$ cat src/rtl/resource_arb_pkg.sv
// Shared definitions for the four-way round-robin resource arbiter.
package resource_arb_pkg;

  localparam int unsigned N_REQ = 4;
  localparam int unsigned IDX_W = 2;

  typedef enum logic [1:0] {
    StIdle,
    StGrant,
    StGap
  } arb_state_e;

  // Index to one-hot grant vector.
  function automatic logic [N_REQ-1:0] idx_to_onehot(input logic [IDX_W-1:0] idx);
    logic [N_REQ-1:0] oh;
    oh = '0;
    oh[idx] = 1'b1;
    return oh;
  endfunction

  // One-hot vector to index; an all-zero vector maps to index 0.
  function automatic logic [IDX_W-1:0] onehot_to_idx(input logic [N_REQ-1:0] oh);
    logic [IDX_W-1:0] idx;
    idx = '0;
    for (int i = 0; i < int'(N_REQ); i++) begin
      if (oh[i]) idx = idx | IDX_W'(i);
    end
    return idx;
  endfunction

endpackage

$ cat src/rtl/rr_pick.sv
// Combinational round-robin winner search: first eligible bit after last_i, wrapping.
module rr_pick
  import resource_arb_pkg::*;
(
  input  logic [N_REQ-1:0] elig_i,
  input  logic [IDX_W-1:0] last_i,
  output logic             found_o,
  output logic [IDX_W-1:0] idx_o
);

  logic [IDX_W-1:0] cand;

  // Scan from the farthest candidate to the nearest so the nearest hit wins.
  always_comb begin
    found_o = 1'b0;
    idx_o   = '0;
    cand    = '0;
    for (int k = int'(N_REQ); k >= 1; k--) begin
      cand = last_i + IDX_W'(k);  // natural wrap modulo N_REQ
      if (elig_i[cand]) begin
        found_o = 1'b1;
        idx_o   = cand;
      end
    end
  end

endmodule

$ cat src/rtl/resource_rr_arbiter.sv
// Four-requester round-robin arbiter with registered one-hot grant and a dead gap
// between owners. Define TENURE_LIMIT_EN to enable the hold counter, forced
// revocation after MAX_HOLD cycles, and the re-request block mask.
module resource_rr_arbiter
  import resource_arb_pkg::*;
#(
  parameter int unsigned MAX_HOLD = 8,
  parameter int unsigned HOLD_W   = 8
) (
  input  logic             clock_i,
  input  logic             reset_i,
  input  logic [N_REQ-1:0] req_i,
  output logic [N_REQ-1:0] grant_o,
  output logic [IDX_W-1:0] owner_o,
  output logic             busy_o,
  output logic             revoked_o
);

  if (MAX_HOLD < 2 || MAX_HOLD > 255 || MAX_HOLD >= (1 << HOLD_W)) begin : g_bad_cfg
    $error("resource_rr_arbiter: MAX_HOLD/HOLD_W out of range");
  end

  arb_state_e       state_q;
  logic [N_REQ-1:0] grant_q;
  logic [IDX_W-1:0] owner_q;
  logic [IDX_W-1:0] last_q;
  logic [N_REQ-1:0] elig;
  logic             pick_found;
  logic [IDX_W-1:0] pick_idx;

`ifdef TENURE_LIMIT_EN
  logic [N_REQ-1:0]  block_mask_q;
  logic [HOLD_W-1:0] hold_q;
  logic              revoked_q;

  assign elig      = req_i & ~block_mask_q;
  assign revoked_o = revoked_q;
`else
  assign elig      = req_i;
  assign revoked_o = 1'b0;
`endif

  rr_pick u_rr_pick (
    .elig_i  (elig),
    .last_i  (last_q),
    .found_o (pick_found),
    .idx_o   (pick_idx)
  );

  // Arbitration FSM with registered grant, owner, hold counter and block mask.
  always_ff @(posedge clock_i) begin
    if (reset_i) begin
      state_q      <= StIdle;
      grant_q      <= '0;
      owner_q      <= '0;
      last_q       <= IDX_W'(N_REQ - 1);
`ifdef TENURE_LIMIT_EN
      block_mask_q <= '0;
      hold_q       <= '0;
      revoked_q    <= 1'b0;
`endif
    end else begin
`ifdef TENURE_LIMIT_EN
      revoked_q    <= 1'b0;
      // A dropped request lifts the block; a revocation below overrides for the owner.
      block_mask_q <= block_mask_q & req_i;
`endif
      unique case (state_q)
        StIdle: begin
          if (pick_found) begin
            state_q <= StGrant;
            grant_q <= idx_to_onehot(pick_idx);
            owner_q <= pick_idx;
            last_q  <= pick_idx;
`ifdef TENURE_LIMIT_EN
            hold_q  <= '0;
`endif
          end
        end
        StGrant: begin
          if (!req_i[owner_q]) begin
            // Release takes priority over a simultaneous tenure expiry.
            grant_q <= '0;
            state_q <= StGap;
          end
`ifdef TENURE_LIMIT_EN
          else if (hold_q == HOLD_W'(MAX_HOLD - 1)) begin
            grant_q               <= '0;
            state_q               <= StGap;
            revoked_q             <= 1'b1;
            block_mask_q[owner_q] <= 1'b1;
          end else if (hold_q != '1) begin
            hold_q <= hold_q + 1'b1;
          end
`endif
        end
        StGap: begin
          state_q <= StIdle;
        end
        default: begin
          state_q <= StIdle;
        end
      endcase
    end
  end

  assign grant_o = grant_q;
  assign owner_o = owner_q;
  assign busy_o  = |grant_q;

endmodule

$ cat config.mk
export PLATFORM = sky130hd
export DESIGN_NAME = resource_rr_arbiter
export DESIGN_NICKNAME = d
export VERILOG_FILES = /design/src/rtl/resource_arb_pkg.sv /design/src/rtl/rr_pick.sv /design/src/rtl/resource_rr_arbiter.sv
export SDC_FILE = /design/constraint.sdc
export NUM_CORES = 1
export LEC_CHECK = 0
export ABC_AREA = 1
export CORE_AREA = 2 2 46 48
export DETAILED_ROUTE_END_ITERATION = 7
export DIE_AREA = 0 0 48 50
export HOLD_SLACK_MARGIN = 0.15
export SLEW_MARGIN = 10
export SYNTH_ARGS = -nofsm -noshare
export SYNTH_HDL_FRONTEND = slang
export SYNTH_SLANG_ARGS = --single-unit
$ cat constraint.sdc
create_clock -name clock_i -period 2.1 [get_ports clock_i]
set_input_delay 0.42 -clock clock_i [delete_from_list [all_inputs] [get_ports clock_i]]
set_output_delay 0.42 -clock clock_i [all_outputs]
set_load 0.005 [all_outputs]
# [Word level (Yosys, flattened, before mapping)]
# Index checks and enable logic that the tools add are counted.
[word_totals] reg_bits=10 latchBits=0 mem_bits_rw=0 mem_bits_ro=0 out_inout_bits=8 wordCells=50 n_memories=0
[classes] addsub=3 multipliers=0 n_div=0 n_lt_le_gt_ge=7 n_eq_ne=3 shift=0 muxes=26 n_bitwise=0 n_reduce_logical=7
[op_table] op="$lt 2x3->1 const B" n=6
[op_table] op="$mux 2" n=6
[op_table] op="$bmux 1 s2" n=5
[op_table] op="$mux 1" n=10
[op_table] op="$mux 4" n=2
[op_table] op="$pmux 4 s2" n=1
[op_table] op="$add 2x2->2 const B" n=2
[op_table] op="$ne 2x2->1 const B" n=2
[op_table] op="$pmux 2 s2" n=1
[op_table] op="$reduce_and 2->1" n=2
[op_table] op="$reduce_or 4->1" n=1
[op_table] op="$reduce_and 3->1" n=1
[op_table] op="$add 2x1->2 const B" n=1
[op_table] op="$demux 1 s2" n=1
[op_table] op="$eq 2x1->1 const B" n=1
[op_table] op="$ge 2x1->1 const B" n=1
[op_table] op="$logic_not 2->1" n=1
[op_table] op="$reduce_bool 2->1" n=1
[op_table] op="$logic_and 1x1->1" n=1

# [Longest topological paths before layout]
[depth] depth_word=12 ltp_mapped=11 mapped_depth_nobuf=11

# [Hierarchy]
# Synthesis repeated with hierarchy kept, for this count alone.
[unflattened] hier_cells=114 hier_area_um2=705.7
[modules_own_cells] mod="resource_rr_arbiter" n_inst=1 cells_per_inst=63 area_per_inst_um2=459.2 seq_area_each_um2=200.2
[modules_own_cells] mod="rr_pick" n_inst=1 cells_per_inst=51 area_per_inst_um2=246.5 seq_area_each_um2=0.0

# [Least setup slack after synthesis]
# OpenSTA, ideal clock, no wires.
[synth_timing] path_type="reg2reg" start="register last_q[0]" end="register grant_q[2], in the netlist grant_o[2]" setup_time_ns=0.069 arrival_ns=1.228 t_required_ns=2.031 slack_ns=0.803 path_stages_with_launch=11 n_path_buf=1 period_less_slack_ns=1.297 path_cell_list="dfxtp_1 buf_6 nand2_1 nand2_2 nand2_2 nand2_4 nor2_4 nand2_4 nand2_4 nand2_1 a21oi_2"
[synth_via] elab_chain_len=12 elab_cells_between_ends=28 cone_classes="3 x add/sub; 2 x order compare; 1 x eq/ne; 20 x mux; 2 x reduce/logical"
[synth_rtl] element="start, declared" line="resource_rr_arbiter.sv:26" source="logic [IDX_W-1:0] last_q;"
[synth_rtl] element="start signal, assigned" line="resource_rr_arbiter.sv:56" source="last_q <= IDX_W'(N_REQ - 1);"
[synth_rtl] element="start signal, assigned" line="resource_rr_arbiter.sv:74" source="last_q <= pick_idx;"
[synth_rtl] element="$add 2x2->2 or $bmux 1 s2 (tied branches)" line="rr_pick.sv:19, rr_pick.sv:20"
[synth_rtl] element="$bmux 1 s2 or $mux 1 (tied branches)" line="rr_pick.sv:20" source="if (elig_i[cand]) begin"
[synth_rtl] element="$mux 1 (implied by the code) or $mux 2 (tied branches)" line="rr_pick.sv:20"
[synth_rtl] element="$mux 2 (3 in series)" line="rr_pick.sv:20"
[synth_rtl] element="$lt 2x3->1 (implied by the code) or $ge 2x1->1 (tied branches)" line="resource_arb_pkg.sv:17" source="oh[idx] = 1'b1;"
[synth_rtl] element="$logic_and 1x1->1 (implied by the code)" line="resource_arb_pkg.sv:17"
[synth_rtl] element="$mux 1 (implied by the code)" line="resource_arb_pkg.sv:17"
[synth_rtl] element="$demux 1 s2" line="resource_arb_pkg.sv:17"
[synth_rtl] element="$mux 4" line="resource_rr_arbiter.sv:70" source="if (pick_found) begin"
[synth_rtl] element="$pmux 4 s2" line="resource_rr_arbiter.sv:68" source="unique case (state_q)"
[synth_rtl] element="end signal, assigned" line="resource_rr_arbiter.sv:72" source="grant_q <= idx_to_onehot(pick_idx);"
[synth_rtl] element="end, declared" line="resource_rr_arbiter.sv:24" source="logic [N_REQ-1:0] grant_q;"
# Several ways; a longest one is shown, not always the timed one. The select of a mux whose other input is x is not followed.
# A chain may end at the register's enable or synchronous reset.

# [Worst setup path after layout]
[layout_timing] start="register grant_q[1], in the netlist grant_o[1]" end="output busy_o"
[layout_via] elab_chain_len=1
[layout_rtl] element="$reduce_or 4->1" line="resource_rr_arbiter.sv:109" source="assign busy_o = |grant_q;"
[layout_rtl] element="end, declared" line="resource_rr_arbiter.sv:15" source="output logic busy_o,"
# Every way passes these cells.

==> impl_metrics.ini <==
[status]
status = complete, no violations

[cts]
cts.clk_slew.worst_paths_ns = 0.06
post_cts_buffers = 0
clock_latency_ns = 0.26
cts_resized = 0
cts_buffer_depth = 2
clock-root-buffer = clkbuf_4
cts_hold_buffers = 0
cts_inserted_buffers = 3
cts_sinks = 10
cts_tree = yes
htree_levels = 1

[synthesis]
synthAdderAreaFrac_pct = 0
post-synth-top-count-cell = nand2_1
yosys.area_share.simple_pct = 49.3
async_flop_share_pct = 0
synthTopCellsByArea = dfxtp_1, nand2_1, nand2_2
yosysSeqAreaShare_pct = 26.3
synth_xor_area_share_pct = 0
synth.mux.area_fraction_pct = 0
synth-compound-area-share_pct = 13.0
synth.distinct_cells = 22
netlist.area_leader.share_pct = 26.3
synth_largest_area_cell = dfxtp_1
yosys-top-cells-count = nand2_1, nand2_2, inv_1, nand3_1, dfxtp_1
synth-main-ff-cell = dfxtp_1
syn_inst = 113
synthesis.area_um2 = 761
ys_ff_latch = 10
synth_top_family_by_area = simple AND/OR/NAND/NOR gates
avgSynthCellArea_um2 = 6.73
synth-edff-count = 0
syn-num-nets = 119
yosysWarnings = 0

[worst_setup_path]
critical_path_class = register to output port
r2r_setup_slack_ns = 0.51
path_max_fanout = 3
r2r_cells = 10
cp-end-kind = output port
cp_data_arrival_time_ns = 1.56
timing.rr.end = grant_o[3]
r2r-start = last_q[0]
critPathRequiredTime_ns = 1.68
worstSetupStartpointType = register

[global_route]
first_global_vias = 691
antenna_found_initial = 0
grt_max_degree = 10
grt_pass1_wl_um = 2700
overflow = 0
track_usage_pct = 15.5

[sta]
finalSetupViolations = 0
hold_violations = 0
tns_ns = 0
skew_ns = 0.000727
holdWs_ns = 0.489
maxSlewViolCount = 0
min_period_over_period_pct = 94.4
rsz0062_at_grt = false
fmax_mhz = 504
fin_crit_ns = 1.98

[power_and_ir_drop]
pwr-share-comb_pct = 67.7
ir_drop_mv = 1.01
p_sw_share_pct = 49.2
p_clk_share_pct = 11.0
p_leak_nw = 0.437
p_sw_mw = 0.772
power_density_nw_per_um2 = 1680
pwr-share-seq_pct = 21.3
internal-power_mw = 0.798

[worst_hold_path]
hold_end = grant_o[0]
min-delay-start = grant_o[0]
min_path_cells = 2
hp-class = register to register

[place]
post-dp-hpwl_um = 1300
gp_congestion = 0.792
portBuffers = 12
place_inst = 150
dpl_cell_area_um2 = 900

[flow_run]
max_cap_viol_count = 0

[finish]
n_antenna_cell = 0
fin_area_um2 = 936
utilization_pct = 49.2
drive_gt1_share_pct = 28.3
syn2layout_area_growth_pct = 23.0
layout.nets = 134
stdcell_count = 154

[route]
ant_nets = 0
drt-total-wl_um = 1610
dr_total_vias = 721
drt_iter0_drc = 13
drc_errors = 0
drtPass1Iterations = 4
avgRoutedWirePerCell_um = 10.5
drt-vias-per-instance = 4.68

[die]
io_pins = 14
core-area_um2 = 1900
rows = 16
die_w_um = 48
initial_utilization_pct = 40.0
die_height_um = 50
dieArea_um2 = 2400
## critical path, stage by stage (launching register included)
cell and delay, ns:
dfxtp_1 0.33, or4_1 0.51, clkdlybuf4s50_1 0.46
## routing by layer
layer / wire (um) / track usage, %
met3: 46 / 2.56
met4: 22 / 5.41
met2: 772 / 25.3
met1: 769 / 19.9
met5: 0 / 0
## cell type report
cell class / instances / area, um^2
repair buffers: 13 / 128
fillers: 192 / 966
inverters: 16 / 60.1
clock buffers: 4 / 36.3
flip-flops and latches: 10 / 200
well taps: 27 / 33.8
multi-input cells: 84 / 478
## worst max-delay path by stage
| stage | depth (start not counted) | startpoint | slack (ns) | end |
|---|---|---|---|---|
| after floorplan | 10 | last_q[0] | 0.80 | grant_o[2] |
| after global placement | 10 | req_i[2] | 0.20 | grant_o[0] |
| after detailed placement | 10 | req_i[2] | 0.18 | grant_o[1] |
| after CTS | 2 | grant_o[1] | 0.10 | busy_o |
| after global routing | 2 | grant_o[1] | 0.06 | busy_o |
| final | 2 | grant_o[1] | 0.12 | busy_o |
## power groups by stage
stage | Combinational [mW] | Sequential (mW) | Clock, mW
after global placement | 1.05 | 0.337 | 0
final | 1.06 | 0.335 | 0.173
after floorplan | 0.820 | 0.323 | 0
after global routing | 1.19 | 0.350 | 0.186
after detailed placement | 1.07 | 0.339 | 0
after CTS | 1.08 | 0.337 | 0.178
## cell families (layout without fill, tap and decap cells)
kind of cell    Yosys count  count (layout)
simple gates             68              68
other cells               1               1
flops                    10              10
buf+inv                  19              33
compound gates           15              15
## stage by stage
step	power (mW)	worst slack [ns]
final	1.57	0.117
after global routing	1.72	0.0621
after CTS	1.59	0.100
after detailed placement	1.41	0.176
after global placement	1.39	0.205
after floorplan	1.14	0.803
## cell usage in the layout (no fill, tap or decap), types with 2 or more instances in the layout
cell type and n:
nand2_2 13, clkbuf_4 3, nand3_2 2, inv_1 12, dfxtp_1 10, o211ai_1 2, nand3_1 12, nand2_4 4
nor2_1 4, a21oi_1 4, inv_2 4, clkdlybuf4s50_1 12, nand2_1 29, o21ai_0 3, a21oi_2 5
## flip-flops by register name (all words and copies together) (netlist names)
signal   flops
state_q      2
last_q       2
grant_o      4
owner_o      2
(Power assumes the default switching activity.)
